File: src/rtl/bus_init_sequencer_if.sv
// Boot-table fetch port and CPU-style address/data/write-strobe bus between
// the init sequencer (master) and the boot ROM / FPGA-mapped target (slave).
interface bus_init_sequencer_if #(
  parameter int unsigned TABLE_AW = 8
);
  logic [TABLE_AW-1:0] table_address;
  logic [23:0]         table_data;
  logic [15:0]         cpu_address;
  logic [7:0]          write_data;
  logic                write_enable_B;
  logic [7:0]          data_out;
  logic                fpga_data_enable;

  modport master (
    output table_address, cpu_address, write_data, write_enable_B,
    input  table_data, data_out, fpga_data_enable
  );

  modport slave (
    input  table_address, cpu_address, write_data, write_enable_B,
    output table_data, data_out, fpga_data_enable
  );
endinterface

File: src/rtl/bus_init_sequencer.sv
// Replays a boot table of (addr,data) writes onto the CPU bus while holding the target in reset;
// 4 enabled cycles per entry (6 with read-back verify); clk_enable low freezes every output.
module bus_init_sequencer #(
  parameter int unsigned TABLE_AW   = 8,
  parameter bit          VERIFY     = 1'b0,
  parameter bit          AUTO_START = 1'b1,
  parameter logic [15:0] END_ADDR   = 16'hFFFF
) (
  input  logic                clk_1,
  input  logic                rst_B,
  input  logic                clk_enable,
  input  logic                start,
  bus_init_sequencer_if.master bus,
  output logic                target_rst,
  output logic                busy,
  output logic                done,
  output logic                error,
  output logic [7:0]          mismatch_count
);

  typedef enum logic [2:0] {
    IDLE,
    FETCH,
    DECODE,
    WRITE,
    READ,
    CHECK,
    NEXT,
    DONE
  } state_t;

  state_t              state;
  logic [TABLE_AW-1:0] index;
  logic [7:0]          rd_sample;
  logic                rd_vld;
  logic [15:0]         entry_addr;
  logic [7:0]          entry_data;
  logic                launch;
  logic                last_entry;
  logic                rd_bad;

  assign entry_addr = bus.table_data[23:8];
  assign entry_data = bus.table_data[7:0];
  assign last_entry = (index == {TABLE_AW{1'b1}});
  assign rd_bad     = !rd_vld || (rd_sample != bus.write_data);

  // IDLE is only ever occupied straight after reset, so AUTO_START alone
  // suffices to fire exactly one sequence per reset release.
  assign launch = ((state == IDLE) && (start || AUTO_START)) ||
                  ((state == DONE) && start);

  always_ff @(posedge clk_1 or negedge rst_B) begin
    if (!rst_B) begin
      state              <= IDLE;
      index              <= '0;
      bus.table_address  <= '0;
      bus.cpu_address    <= '0;
      bus.write_data     <= '0;
      bus.write_enable_B <= 1'b1;
      target_rst         <= 1'b1;
      busy               <= 1'b0;
      done               <= 1'b0;
      error              <= 1'b0;
      mismatch_count     <= '0;
      rd_sample          <= '0;
      rd_vld             <= 1'b0;
    end else if (clk_enable) begin
      if (launch) begin
        state             <= FETCH;
        index             <= '0;
        bus.table_address <= '0;
        busy              <= 1'b1;
        target_rst        <= 1'b1;
        done              <= 1'b0;
        error             <= 1'b0;
        mismatch_count    <= '0;
      end else begin
        case (state)
          FETCH: begin
            state <= DECODE;
          end
          DECODE: begin
            // Sentinel ends the table without ever touching the bus.
            if (entry_addr == END_ADDR) begin
              state      <= DONE;
              busy       <= 1'b0;
              done       <= 1'b1;
              target_rst <= 1'b0;
            end else begin
              bus.cpu_address    <= entry_addr;
              bus.write_data     <= entry_data;
              bus.write_enable_B <= 1'b0;
              state              <= WRITE;
            end
          end
          WRITE: begin
            bus.write_enable_B <= 1'b1;
            state              <= VERIFY ? READ : NEXT;
          end
          READ: begin
            rd_sample <= bus.data_out;
            rd_vld    <= bus.fpga_data_enable;
            state     <= CHECK;
          end
          CHECK: begin
            if (rd_bad && (mismatch_count != 8'hFF))
              mismatch_count <= mismatch_count + 8'd1;
            state <= NEXT;
          end
          NEXT: begin
            if (last_entry) begin
              error      <= 1'b1;
              state      <= DONE;
              busy       <= 1'b0;
              done       <= 1'b1;
              target_rst <= 1'b0;
            end else begin
              index             <= index + 1'b1;
              bus.table_address <= index + 1'b1;
              state             <= FETCH;
            end
          end
          default: begin
            // IDLE / DONE without a launch request: hold.
            state <= state;
          end
        endcase
      end
    end
  end

endmodule

File: src/flat_wrapper.sv
// flat-port wrapper written by rule: the top's interface ports become plain ports
module bus_init_sequencer_flat 
#(
  parameter int unsigned TABLE_AW   = 8,
  parameter bit          VERIFY     = 1'b0,
  parameter bit          AUTO_START = 1'b1,
  parameter logic [15:0] END_ADDR   = 16'hFFFF
)
  (clk_1, rst_B, clk_enable, start, target_rst, busy, done, error, mismatch_count, bus_table_address, bus_cpu_address, bus_write_data, bus_write_enable_B, bus_table_data, bus_data_out, bus_fpga_data_enable);
  bus_init_sequencer_if #(.TABLE_AW(TABLE_AW)) bus_i ();
  input  logic clk_1;
  input  logic rst_B;
  input  logic clk_enable;
  input  logic start;
  output logic target_rst;
  output logic busy;
  output logic done;
  output logic error;
  output logic [7:0] mismatch_count;
  output wire logic [$bits(bus_i.table_address)-1:0] bus_table_address;
  output wire logic [$bits(bus_i.cpu_address)-1:0] bus_cpu_address;
  output wire logic [$bits(bus_i.write_data)-1:0] bus_write_data;
  output wire logic [$bits(bus_i.write_enable_B)-1:0] bus_write_enable_B;
  input wire logic [$bits(bus_i.table_data)-1:0] bus_table_data;
  input wire logic [$bits(bus_i.data_out)-1:0] bus_data_out;
  input wire logic [$bits(bus_i.fpga_data_enable)-1:0] bus_fpga_data_enable;
  assign bus_table_address = bus_i.table_address;
  assign bus_cpu_address = bus_i.cpu_address;
  assign bus_write_data = bus_i.write_data;
  assign bus_write_enable_B = bus_i.write_enable_B;
  assign bus_i.table_data = bus_table_data;
  assign bus_i.data_out = bus_data_out;
  assign bus_i.fpga_data_enable = bus_fpga_data_enable;
  bus_init_sequencer #(.TABLE_AW(TABLE_AW), .VERIFY(VERIFY), .AUTO_START(AUTO_START), .END_ADDR(END_ADDR)) u_core (.clk_1(clk_1), .rst_B(rst_B), .clk_enable(clk_enable), .start(start), .bus(bus_i), .target_rst(target_rst), .busy(busy), .done(done), .error(error), .mismatch_count(mismatch_count));
endmodule
File: config.mk
export PLATFORM = sky130hd
export DESIGN_NAME = bus_init_sequencer_flat
export DESIGN_NICKNAME = d
export VERILOG_FILES = /design/src/rtl/bus_init_sequencer_if.sv /design/src/rtl/bus_init_sequencer.sv /design/src/flat_wrapper.sv
export SDC_FILE = /design/constraint.sdc
export NUM_CORES = 1
export LEC_CHECK = 0
export BUFFER_PORTS_ARGS = -buffer_cell sky130_fd_sc_hd__buf_2
export CORE_MARGIN = 5
export CORE_UTILIZATION = 45
export CTS_CLUSTER_SIZE = 14
export DETAILED_ROUTE_END_ITERATION = 6
export GPL_ROUTABILITY_DRIVEN = 0
export PLACE_DENSITY = 0.76
export SETUP_SLACK_MARGIN = 0.05
export SLEW_MARGIN = 25
export SYNTH_ARGS = -nofsm -noshare
export SYNTH_HDL_FRONTEND = slang
export SYNTH_SLANG_ARGS = --single-unit
File: constraint.sdc
create_clock -name clk_1 -period 2.3 [get_ports clk_1]
set_input_delay 0.575 -clock clk_1 [delete_from_list [all_inputs] [get_ports clk_1]]
set_output_delay 0.575 -clock clk_1 [all_outputs]
set_load 0.01 [all_outputs]
* After elaboration in Yosys (flattened, before gate mapping)
Index checks and enable logic that the tools add are counted.
** Word-level totals
- Bits in registers :: 57
- Bits in latches :: 0
- RAM bits :: 0
- Bits in read-only memories :: 0
- Input bits :: 37
- Output and inout port bits :: 45
- Word-level logic and storage cells :: 75
- Memories kept :: 0
** Cells by class
- Add/subtract/negate cells :: 2
- Multiply operators :: 0
- Div/mod/pow operators :: 0
- Order comparisons :: 0
- Equality and inequality tests :: 15
- Shifts and indexed selects :: 0
- Multiplexer cells :: 22
- Bitwise gates (word level) :: 2
- Reduce and logical (&&, ||, !) cells :: 22
** Operator list (number)
- $mux 8 :: 6
- $add 8x1->8 const B :: 2
- $eq 16x16->1 const B :: 1
- $pmux 3 s5 :: 1
- $eq 3x3->1 const B :: 4
- $reduce_and 3->1 :: 4
- $reduce_and 4->1 :: 3
- $reduce_bool 2->1 :: 5
- $mux 1 :: 9
- $mux 3 :: 3
- $eq 8x8->1 const B :: 1
- $ne 8x8->1 :: 1
- $ne 8x8->1 const B :: 1
- $eq 3x2->1 const B :: 2
- $ne 3x1->1 const B :: 2
- $pmux 1 s2 :: 3
- $reduce_bool 6->1 :: 1
- $eq 3x1->1 const B :: 1
- $logic_not 3->1 :: 1
- $reduce_bool 3->1 :: 1
- $logic_and 1x1->1 :: 2
- $logic_or 1x1->1 :: 2
- $ne 2x1->1 const B :: 1
- $ne 2x2->1 const B :: 1
- other kinds (4) :: 5

* Depth between registers and ports, before layout
Gate-level depths: netlist (run 1).
- Word-level depth :: 6
- Gate-level depth with buffers :: 7
- Depth with buffers taken out :: 6

* Worst setup path before layout (run 1)
Ideal clock, no wire load.
- Path type :: register -> register
- From :: register u_core.mismatch_count[0]
- To :: register u_core.mismatch_count[2]
- Library setup time :: 124 ps
- Data arrival time :: 1714 ps
- Required time :: 2176 ps
- Setup slack :: 462 ps
- Stages on the path, launching flop included :: 8
- Buffers on the path :: 1
- Clock period less this slack :: 1838 ps
- Path through :: dfrtp_1 > ha_1 > and4_2 > a21oi_2 > o31ai_2 > buf_6 > o211a_1 > a211o_2
** Between the ends
- Word-level cells in the longest chain between the ends :: 4
- Elaborated cells on any way between the ends :: 8
- Those cells by class :: add/sub (1); eq/ne (1); mux (3); reduce/logical (3)
** Ends and longest elaborated chain
- from (decl) :: line bus_init_sequencer.sv:18 : output logic [7:0] mismatch_count
- from (signal assigned) :: line bus_init_sequencer.sv:107 : mismatch_count <= mismatch_count + 8'd1;
- $add 8x1->8 or $ne 8x8->1 (tied branches) :: line bus_init_sequencer.sv:107, bus_init_sequencer.sv:106
- $mux 8 or $logic_and 1x1->1 (tied branches) :: line bus_init_sequencer.sv:106 : if (rd_bad && (mismatch_count != 8'hFF))
- $mux 8 or $reduce_bool 2->1 (tied branches)
- $mux 8 or $reduce_and 3->1 (tied branches)
Several ways; a longest one is shown, not always the timed one. The select of a mux whose other input is x is not followed.
A chain may end at the register's enable or synchronous reset.

* Worst setup path in the final report (run 1)
- From :: register u_core.bus.write_data[3]
- To :: register u_core.mismatch_count[7]
** Between the ends
- Word-level cells in the longest chain between the ends :: 5
** Ends and longest elaborated chain
- from (decl) :: line bus_init_sequencer_if.sv:15 : output table_address, cpu_address, write_data, write_enable_B,
- from (signal assigned) :: line bus_init_sequencer.sv:91 : bus.write_data <= entry_data;
- $ne 8x8->1 :: line bus_init_sequencer.sv:45 : assign rd_bad = !rd_vld || (rd_sample != bus.write_data);
- $logic_or 1x1->1 :: line bus_init_sequencer.sv:45
- $logic_and 1x1->1 :: line bus_init_sequencer.sv:106
- $reduce_bool 2->1 (no source line)
- $reduce_and 3->1 (no source line)
No other way between the ends.

==> results of run 1 <==
==> worst register-to-register path, stage by stage (launching register included) <==
cell	delay [ns]
dfrtp_1	0.40
xnor2_1	0.20
nand3_1	0.15
o31ai_2	0.71
nor4_1	0.13
a211o_1	0.29
==> cells by family after synthesis <==
kind of cell	Yosys count	share of synthesized area (%)
and+or+nand+nor	69	13.7
DFF	57	53.2
AOI/OAI and AO/OA	37	10.1
muxes	33	13.8
buffers and inverters	17	3.96
xor gates and xnor gates	13	4.24
adders and majority gates	2	0.931
==> path summary, 6_finish.rpt <==
check | slack [ns] | to | start
max | 0.31 | u_core.mismatch_count[7] | u_core.bus.write_data[3]
min | 0.27 | u_core.index[4] | rst_B
max reg2reg | 0.31 | u_core.mismatch_count[7] | u_core.bus.write_data[3]
min reg2reg | 0.48 | u_core.busy | u_core.busy
max in group asynchronous | 1.44 | u_core.rd_sample[6] | rst_B
min in group clk_1 | 0.47 | u_core.rd_sample[1] | bus_data_out[1]
==> routing by layer <==
layer  track usage (%)  up-vias  wire length [um]
li1                  -     1010                 -
met1              21.5     1024              2610
met2              28.4       55              2890
met3              5.96        8               412
met4              6.14        0                78
met5                 0        -                 0
==> area by class of cell <==
| type | instances | area share [%] |
|---|---|---|
| clock buffer | 13 | 5.27 |
| clock inverter | 2 | 1.03 |
| inverter | 7 | 0.773 |
| multi-input combinational | 154 | 34.1 |
| sequential | 57 | 42.0 |
| tap | 75 | 2.76 |
| timing repair buffer | 89 | 14.1 |
==> synthesized netlist by cell type (2+ instances only) <==
library cell / number / share of area, %
a31oi_1: 3 / 0.70
mux2_2: 33 / 14
inv_1: 6 / 0.84
buf_6: 5 / 2.1
or3_1: 2 / 0.47
o211ai_1: 4 / 1.1
xnor2_1: 9 / 2.9
nand3_1: 13 / 2.4
nor3_1: 2 / 0.37
xor2_1: 4 / 1.3
nor4_1: 3 / 0.70
o211a_1: 2 / 0.74
or4_1: 3 / 0.84
o2bb2ai_1: 2 / 0.65
a21o_1: 2 / 0.56
a22o_1: 2 / 0.65
dfstp_2: 2 / 2.0
nand2_1: 14 / 2.0
nand2b_1: 3 / 0.70
buf_2: 4 / 0.74
dfrtp_1: 55 / 51
nand4_1: 8 / 1.9
a21oi_1: 6 / 1.1
ha_1: 2 / 0.93
o21ai_0: 5 / 0.93
nor2_1: 11 / 1.5
and3_1: 3 / 0.70
==> where the power goes <==
| group | switching, W | leakage, nW | internal [W] |
|---|---|---|---|
| Clock | 0.000379 | 0.112 | 0.000611 |
| Combinational | 0.000775 | 0.795 | 0.000805 |
| Sequential | 0.000337 | 0.699 | 0.00143 |
==> through the flow <==
| step | cell area [um2] | power [W] |
|---|---|---|
| finish | 3400 | 0.00434 |
| global route | 3400 | 0.00466 |
| CTS | 3400 | 0.00441 |
| detailed placement | 3180 | 0.00339 |
| global placement | 3180 | 0.00331 |
| floorplan | 2690 | 0.00279 |
==> registers in the layout, indices dropped and copies added (netlist names) <==
register                   flops
u_core.mismatch_count          8
u_core.state                   3
u_core.done                    1
u_core.bus.write_enable_B      1
u_core.bus.cpu_address        16
u_core.target_rst              1
u_core.error                   1
u_core.rd_sample               8
u_core.busy                    1
u_core.index                   8
u_core.bus.write_data          8
u_core.rd_vld                  1
==> run_results.csv, run 1 <==
group,metric,value,unit
outcome,run_status,"finished, final reports clean",
clock_network,clk_latency,0.33,ns
worst_setup_path,worstPathMaxFanout,13,
global_route,overflow,0,
cells_and_area,fin_nets,357,
floorplan,coreArea,5850,um2
timing,fin_crit,1.99,ns
timing,grt_setup_unrepaired,"no",
timing,timing.final.ws_setup,0.314,ns
clock_network,cts_buffer_depth,2,
power_and_ir_drop,p_leak,1.61,nW
cells_and_area,final_util,58.1,%
timing,slew_viol_final,0,
drt,drt.antenna.violating_nets,0,
worst_setup_path,critical_path.top_delay_family,"compound AO/OA/AOI/OAI gates",
cells_and_area,final_common_cell,"buf_2",
drt,wl_per_cell,15.1,um
timing,hold_viol_final,0,
clock_network,clock-sinks,57,
placement,post-place-ws,0.112,ns
floorplan,initial_core_util,45.9,%
clock_network,cts_setup_buffers,0,
worst_setup_path,crit_cells,5,
synth,synth-warning-count,0,
cells_and_area,diodes,0,
clock_network,cts_buffers,9,
run,drv_cap,0,
synth,synth_ff_type,"dfrtp_1",
placement,dpl.hpwl,4430,um
cells_and_area,multiInputGateArea,1160,um2
timing,worst_slew_pin_slew,0.795,ns
cells_and_area,fillers,505,
power_and_ir_drop,powerDensity,1280,nW/um2
drt,drt-vias-per-instance,5.28,
drt,route.detailed.drc,0,
floorplan,num_rows,28,
worst_setup_path,path_cells,"xnor2_1 -> nand3_1 -> o31ai_2 -> nor4_1 -> a211o_1",
global_route,grt_pass1_vias,2267,
placement,place_inst,382,
worst_setup_path,required,2.52,ns
floorplan,io_pins,82,
clock_network,post_cts_resized,0,
drt,finalWirelength,6000,um
worst_setup_path,path_buf_inv,0,
drt,firstDrtPassIters,4,
clock_network,cts_tree,"yes",
worst_hold_path,hold_path_class,"primary input to async pin",
floorplan,die_w,87.3,um
timing,whs,0.273,ns
global_route,antenna_found_initial,0,
timing,fin_tns_setup,0,ns
clock_network,cts_hold_buf,0,
synth,synth_nets,267,
synth,ys_async_sr_fraction,100,%
worst_setup_path,cp_slowest_cell,"o31ai_2",
timing,maxSlewHeadroom,46.7,%
worst_setup_path,worstSetupPathType,"register to register",
synth,synth_area,2690,um2
timing,skew,0.00482,ns
synth,synth-seq-cells,57,
drt,vias,2097,
worst_setup_path,arrival,2.20,ns
timing,post-route-period-util,86.4,%
synth,ys_types,47,
floorplan,die_h,87.3,um
cells_and_area,final_cell_mix,"buf_2, dfrtp_1, mux2_2",
cells_and_area,drive_gt1_share,45.7,%
floorplan,dieArea,7620,um2
timing,setup_viol,0,
clock_network,h-tree-depth,3,
placement,portBuffers,81,
global_route,grt_max_degree,31,
clock_network,clk_pin_slew,0.06,ns
power_and_ir_drop,peakVddDrop,0.000647,V
worst_setup_path,slowest_delay,0.71,ns
worst_setup_path,crit_path_end_kind,"register",
synth,avgSynthCellArea,11.8,um2
worst_setup_path,startpoint_type,"register",
synth,synth_enable_flop_cells,0,
global_route,grtUsageTotal,17.5,%
cells_and_area,instances_no_fill,397,
synth,synth_sequential_area_ratio,53.2,%
global_route,grt_pass1_wl,10300,um
drt,drt_iter0_markers,77,
timing,fmax,0.503,GHz
cells_and_area,syn2layout_area_growth,26.4,%
clock_network,root_buffer,"clkbuf_8",
cells_and_area,regArea,1430,um2
synth,synth_cells,228,
worst_setup_path,rr_worst_depth,5,
No activity file was read; power rests on OpenSTA's default activity.
==> inputs of run 2 (changes only) <==
--- a/config.mk
+++ b/config.mk
@@ -11,7 +11,7 @@
 export CTS_CLUSTER_SIZE = 14
 export DETAILED_ROUTE_END_ITERATION = 6
 export GPL_ROUTABILITY_DRIVEN = 0
-export PLACE_DENSITY = 0.76
+export PLACE_DENSITY = 0.75
 export SETUP_SLACK_MARGIN = 0.05
 export SLEW_MARGIN = 25
 export SYNTH_ARGS = -nofsm -noshare
==> run 2 against run 1 <==
Maximum frequency rose by 0.81%. Cell count rose by 0.76%. Critical path type unchanged. Non-clock buffer count increased by 2. Critical path depth is the same. Sequential share of layout area decreased by 0.53 points. Critical endpoint unchanged. Cell area increased by 1.3%. Flip-flop and latch count is the same. Worst setup slack gained 0.016 ns. First-iteration DRC count shrank 7.8%. Clock-buffer cell count shrank 3. Sequential power is essentially flat. Highest routed layer unchanged.
==> run_results.csv, run 2 (synthesis gave the netlist of run 1 again) <==
group,metric,value,unit
drt,drt_iter0_markers,71,
global_route,use_met2,27.1,%
timing,hold_viol_final,0,
power_and_ir_drop,peakVddDrop,0.000772,V
floorplan,coreArea,5850,um2
clock_network,cts_tree,"yes",
worst_setup_path,worstSetupPathType,"register to register",
placement,place_inst,384,
drt,route.detailed.drc,0,
clock_network,clk_pin_slew,0.07,ns
power_and_ir_drop,power_frac_comb,35.1,%
global_route,overflow,0,
clock_network,clk_latency,0.33,ns
floorplan,die_h,87.3,um
worst_setup_path,rr_worst_depth,5,
timing,post-route-period-util,85.7,%
power_and_ir_drop,switching_share,33.2,%
power_and_ir_drop,p_int,0.00298,W
timing,skew,0.00491,ns
cells_and_area,largest_register_ffs,16,
worst_setup_path,startpoint_type,"register",
global_route,busiest_layer,"met2",
timing,maxSlewHeadroom,48.0,%
worst_setup_path,required,2.52,ns
floorplan,die_w,87.3,um
timing,worst_slew_pin_slew,0.775,ns
timing,fin_crit,1.97,ns
global_route,met3_usage,6.43,%
clock_network,cts_setup_buffers,0,
drt,drt-vias-per-instance,5.26,
cells_and_area,final_common_cell,"buf_2",
global_route,grt_pass1_wl,10000,um
timing,setup_viol,0,
cells_and_area,diodes,0,
drt,drt.antenna.violating_nets,0,
cells_and_area,regMostFlops,"u_core.bus.cpu_address",
clock_network,h-tree-depth,3,
timing,fin_tns_setup,0,ns
worst_setup_path,arrival,2.19,ns
placement,portBuffers,81,
floorplan,initial_core_util,45.9,%
power_and_ir_drop,seqPwrFrac,39.5,%
timing,grt_setup_unrepaired,"no",
power_and_ir_drop,p_clk_share,25.4,%
drt,finalWirelength,5850,um
worst_setup_path,worstPathMaxFanout,13,
clock_network,cts_buffers,9,
power_and_ir_drop,powerDensity,1300,nW/um2
floorplan,num_rows,28,
clock_network,clock-sinks,57,
global_route,grtUsageTotal,16.9,%
outcome,run_status,"finished, final reports clean",
drt,vias,2103,
floorplan,dieArea,7620,um2
timing,slew_viol_final,0,
clock_network,cts_hold_buf,0,
cells_and_area,fin_nets,359,
run,drv_cap,0,
global_route,met1_usage,21.2,%
clock_network,cts_buffer_depth,2,
timing,fmax,0.508,GHz
clock_network,root_buffer,"clkbuf_8",
global_route,grt_pass1_vias,2157,
global_route,grt_max_degree,31,
power_and_ir_drop,p_total,0.00446,W
global_route,antenna_found_initial,0,
clock_network,post_cts_resized,0,
drt,wl_per_cell,14.6,um
power_and_ir_drop,power.switching,0.00148,W
drt,firstDrtPassIters,4,
worst_setup_path,crit_path_end_kind,"register",
cells_and_area,final_cell_mix,"buf_2, dfrtp_1, mux2_2",
floorplan,io_pins,82,
placement,dpl.hpwl,4360,um
worst_hold_path,hold_path_class,"primary input to async pin",
cells_and_area,syn2layout_area_growth,28.1,%
power_and_ir_drop,p_leak,1.63,nW
cells_and_area,instances_no_fill,400,
cells_and_area,drive_gt1_share,46.2,%
run 2: cell type report:
type                       count  area [um2]
clock inverter                 6         105
clock buffer                  10         138
inverter                       7        26.3
multi-input combinational    154        1160
tap                           75        93.8
timing repair buffer          91         493
fill                         522        2410
sequential                    57        1430
run 2: final timing paths:
kind / startpoint / end / slack, ns
max in group asynchronous: rst_B / u_core.bus.write_data[3] / 1.43
setup / recovery: u_core.bus.write_data[6] / u_core.mismatch_count[7] / 0.33
setup reg to reg: u_core.bus.write_data[6] / u_core.mismatch_count[7] / 0.33
hold / removal: rst_B / u_core.busy / 0.28
min in group clk_1: bus_table_data[6] / u_core.bus.write_data[6] / 0.47
hold reg to reg: u_core.busy / u_core.busy / 0.47
run 2: metrics by stage:
| stage | area [um2] | utilization (%) | worst slack, ns | hold WS [ns] |
|---|---|---|---|---|
| 6_report | 3440 | 58.8 | 0.330 | 0.281 |
| 5_1_grt | 3440 | 58.8 | 0.134 | 0.322 |
| 4_1_cts | 3440 | 58.8 | 0.321 | 0.288 |
| 3_5_place_dp | 3200 | 54.7 | 0.157 | 0.464 |
| 3_3_place_gp | 3190 | 54.6 | -0.195 | 0.456 |
| 2_1_floorplan | 2690 | - | 0.462 | 0.279 |
run 2: layer usage:
metal | vias to the layer above | wire, um
met5 | - | 0
met4 | 0 | 71
met3 | 9 | 502
met2 | 79 | 2820
met1 | 996 | 2460
li1 | 1019 | -
run 2: power by group through the flow:
stage,sequential (W),combinational (W),clock (W)
after floorplan,0.00186,0.000928,0
after global placement,0.00176,0.00156,0
after detailed placement,0.00178,0.00160,0
after CTS,0.00176,0.00160,0.00116
after global routing,0.00184,0.00174,0.00121
final,0.00176,0.00156,0.00113
run 2: critical path: stages (launching register included):
cell and delay, ns:
dfrtp_1 0.41, xnor2_1 0.20, nand3_1 0.14, o31ai_2 0.69
nor4_1 0.13, a211o_1 0.29
==> inputs of run 3 (changes only) <==
--- a/config.mk
+++ b/config.mk
@@ -5,13 +5,14 @@
 export SDC_FILE = /design/constraint.sdc
 export NUM_CORES = 1
 export LEC_CHECK = 0
+export ABC_AREA = 1
 export BUFFER_PORTS_ARGS = -buffer_cell sky130_fd_sc_hd__buf_2
 export CORE_MARGIN = 5
 export CORE_UTILIZATION = 45
 export CTS_CLUSTER_SIZE = 14
 export DETAILED_ROUTE_END_ITERATION = 6
 export GPL_ROUTABILITY_DRIVEN = 0
-export PLACE_DENSITY = 0.75
+export PLACE_DENSITY = 0.74
 export SETUP_SLACK_MARGIN = 0.05
 export SLEW_MARGIN = 25
 export SYNTH_ARGS = -nofsm -noshare
==> run 3 against run 2 <==
Clock skew up 0.0047 ns. Clock power fell by 32%. First-iteration DRC count up 39%. Hold slack got worse by 0.092 ns. Register-to-register slack better by 0.05 ns. Critical path type unchanged. Cell count is 34% higher.
==> run_results.csv, run 3 <==
group,metric,value,unit
cells_and_area,multiInputGateArea,1250,um2
clock_network,post_cts_resized,0,
floorplan,io_pins,82,
worst_setup_path,worstSetupPathType,"register to register",
drt,route.detailed.drc,0,
power_and_ir_drop,power.switching,0.00157,W
timing,fin_crit,1.92,ns
synth,synth_cells,364,
worst_setup_path,arrival,2.19,ns
synth,synth-simple-area-share,26.7,%
timing,hold_viol_final,0,
synth,synth_sequential_area_ratio,47.7,%
drt,finalWirelength,6680,um
global_route,grt_pass1_wl,11400,um
clock_network,clk_latency,0.33,ns
worst_setup_path,rr_worst_depth,10,
clock_network,cts_tree,"yes",
synth,synth.top_cell.area_share,45.9,%
global_route,antenna_found_initial,0,
synth,avgSynthCellArea,8.24,um2
global_route,grt_max_degree,39,
worst_setup_path,crit_path_start,"u_core.index[0]",
run,drv_cap,0,
power_and_ir_drop,power_frac_comb,38.7,%
clock_network,cts_setup_buffers,0,
worst_setup_path,crit_path_end_kind,"register",
timing,post-route-period-util,83.5,%
synth,synth_top_cells_by_count,"nand2_1, inv_1, dfrtp_1, nor2_1, o21ai_2",
floorplan,num_rows,29,
drt,vias,2550,
timing,fmax,0.521,GHz
timing,slew_viol_final,0,
synth,synth-compound-area-share,13.2,%
floorplan,coreArea,6420,um2
power_and_ir_drop,seqPwrFrac,41.9,%
synth,synth_ff_type,"dfrtp_1",
drt,firstDrtPassIters,4,
synth,ys_types,35,
power_and_ir_drop,peakVddDrop,0.000677,V
power_and_ir_drop,powerDensity,1090,nW/um2
worst_setup_path,required,2.56,ns
synth,ys_async_sr_fraction,100,%
power_and_ir_drop,p_clk_share,19.3,%
global_route,grtUsageTotal,16.7,%
worst_setup_path,startpoint_type,"register",
synth,synth-warning-count,0,
placement,placed_cell_area,3480,um2
cells_and_area,syn2layout_area_growth,21.4,%
clock_network,cts_buffers,9,
clock_network,clock-sinks,57,
placement,portBuffers,81,
clock_network,cts_buffer_depth,2,
synth,synth_nets,403,
global_route,overflow,0,
cells_and_area,fillers,585,
floorplan,initial_core_util,46.7,%
clock_network,h-tree-depth,3,
cells_and_area,fin_nets,491,
power_and_ir_drop,switching_share,39.8,%
worst_setup_path,r2r-start,"u_core.index[0]",
drt,drt_iter0_markers,99,
synth,synth_xor_area_share,1.17,%
clock_network,clk_pin_slew,0.07,ns
cells_and_area,regArea,1430,um2
clock_network,root_buffer,"clkbuf_8",
timing,grt_setup_unrepaired,"no",
cells_and_area,final_common_cell,"nand2_1",
floorplan,dieArea,8390,um2
timing,maxSlewHeadroom,69.1,%
floorplan,die_w,91.6,um
worst_setup_path,regToRegSetupSlack,0.38,ns
clock_network,cts_hold_buf,0,
power_and_ir_drop,p_leak,2.02,nW
worst_hold_path,hold_path_class,"primary input to async pin",
placement,dpl.hpwl,4960,um
synth,synth_top_family_by_area,"simple AND/OR/NAND/NOR gates",
synth,yosys.area.top_type,"dfrtp_1",
power_and_ir_drop,p_int,0.00239,W
worst_setup_path,cp_slowest_cell,"dfrtp_1",
synth,yosysMostFrequentCell,"nand2_1",
drt,drt-vias-per-instance,4.78,
synth,synth_adder_area_share,0.835,%
timing,skew,0.00965,ns
cells_and_area,diodes,0,
worst_setup_path,worstPathMaxFanout,8,
cells_and_area,final_cell_mix,"nand2_1, buf_2, inv_1",
cells_and_area,final_area,3640,um2
timing,fin_tns_setup,0,ns
synth,synth_area_leaders,"dfrtp_1, nand2_1, inv_1",
drt,drt.antenna.violating_nets,0,
synth,synthMuxAreaShare,0,%
synth,synth-seq-cells,57,
outcome,run_status,"finished, final reports clean",
synth,synth_enable_flop_cells,0,
cells_and_area,largest_register_ffs,16,
floorplan,die_h,91.6,um
cells_and_area,drive_gt1_share,31.7,%
worst_setup_path,slowest_delay,0.41,ns
timing,setup_viol,0,
worst_setup_path,r2r_end,"u_core.index[3]",
global_route,grt_pass1_vias,2504,
drt,wl_per_cell,12.5,um
worst_setup_path,path_cells,"ha_1 -> nand2_1 -> nor2_1 -> nand4_1 -> nor2_1 -> nor2_1 -> buf_4 -> nand3b_1 -> nand2_1 -> nor2_1",
cells_and_area,regMostFlops,"u_core.bus.cpu_address",
timing,whs,0.189,ns
timing,worst_slew_pin_slew,0.462,ns
worst_setup_path,path_common_cell,"nor2_1",
synth,synth_area,3000,um2
-- run 3: power groups by stage --
stage	sequential, W	combinational [W]	clock (W)
2_1_floorplan	0.00175	0.000945	0
3_3_place_gp	0.00166	0.00151	0
3_5_place_dp	0.00167	0.00156	0
4_1_cts	0.00166	0.00156	0.000788
5_1_grt	0.00171	0.00173	0.000824
6_report	0.00166	0.00153	0.000766
-- run 3: logic make-up after synthesis --
| family | after synthesis |
|---|---|
| DFF | 57 |
| buffers and inverters | 68 |
| and+or+nand+nor | 176 |
| xor gates and xnor gates | 4 |
| AOI/OAI and AO/OA | 57 |
| adders and majority gates | 2 |
-- run 3: area by class of cell --
type                            count  area share, %
Sequential cell                    57           39.3
Multi-Input combinational cell    239           34.5
Timing Repair Buffer               85           13.0
Inverter                           60           6.33
Clock buffer                       12           3.71
Tap cell                           77           2.65
Clock inverter                      4          0.550
-- run 3: routing by layer --
layer	vias up	track usage (%)	share of wire [%]
met1	1153	21.1	46
met2	55	27.3	47
met5	-	0	0
met4	0	8.79	2.5
met3	15	3.19	4.8
li1	1327	-	-
-- run 3: metrics by stage --
| step | cells | util [%] | worst slack [ns] | total power (W) |
|---|---|---|---|---|
| after floorplan | 364 | - | 0.620 | 0.00270 |
| after global placement | 518 | 54.2 | 0.347 | 0.00317 |
| after detailed placement | 518 | 54.2 | 0.333 | 0.00322 |
| after CTS | 534 | 56.7 | 0.374 | 0.00401 |
| after global routing | 534 | 56.7 | 0.0932 | 0.00427 |
| final | 534 | 56.7 | 0.380 | 0.00396 |
-- run 3: how the worst max path moves through the flow --
stage	endpoint	slack [ns]	depth (start not counted)
detailed placement	u_core.bus.write_data[7]	0.33	7
floorplan	u_core.index[5]	0.62	9
global placement	u_core.bus.cpu_address[15]	0.35	7
CTS	u_core.index[3]	0.37	10
finish	u_core.index[3]	0.38	10
global route	u_core.index[2]	0.09	10
-- run 3: critical path: cells and delay by family (launching register included) --
| family | cells | cell delay (ns) |
|---|---|---|
| fa+ha+maj | 1 | 0.21 |
| buf+inv | 1 | 0.18 |
| flops | 1 | 0.41 |
| simple gates | 8 | 1.04 |
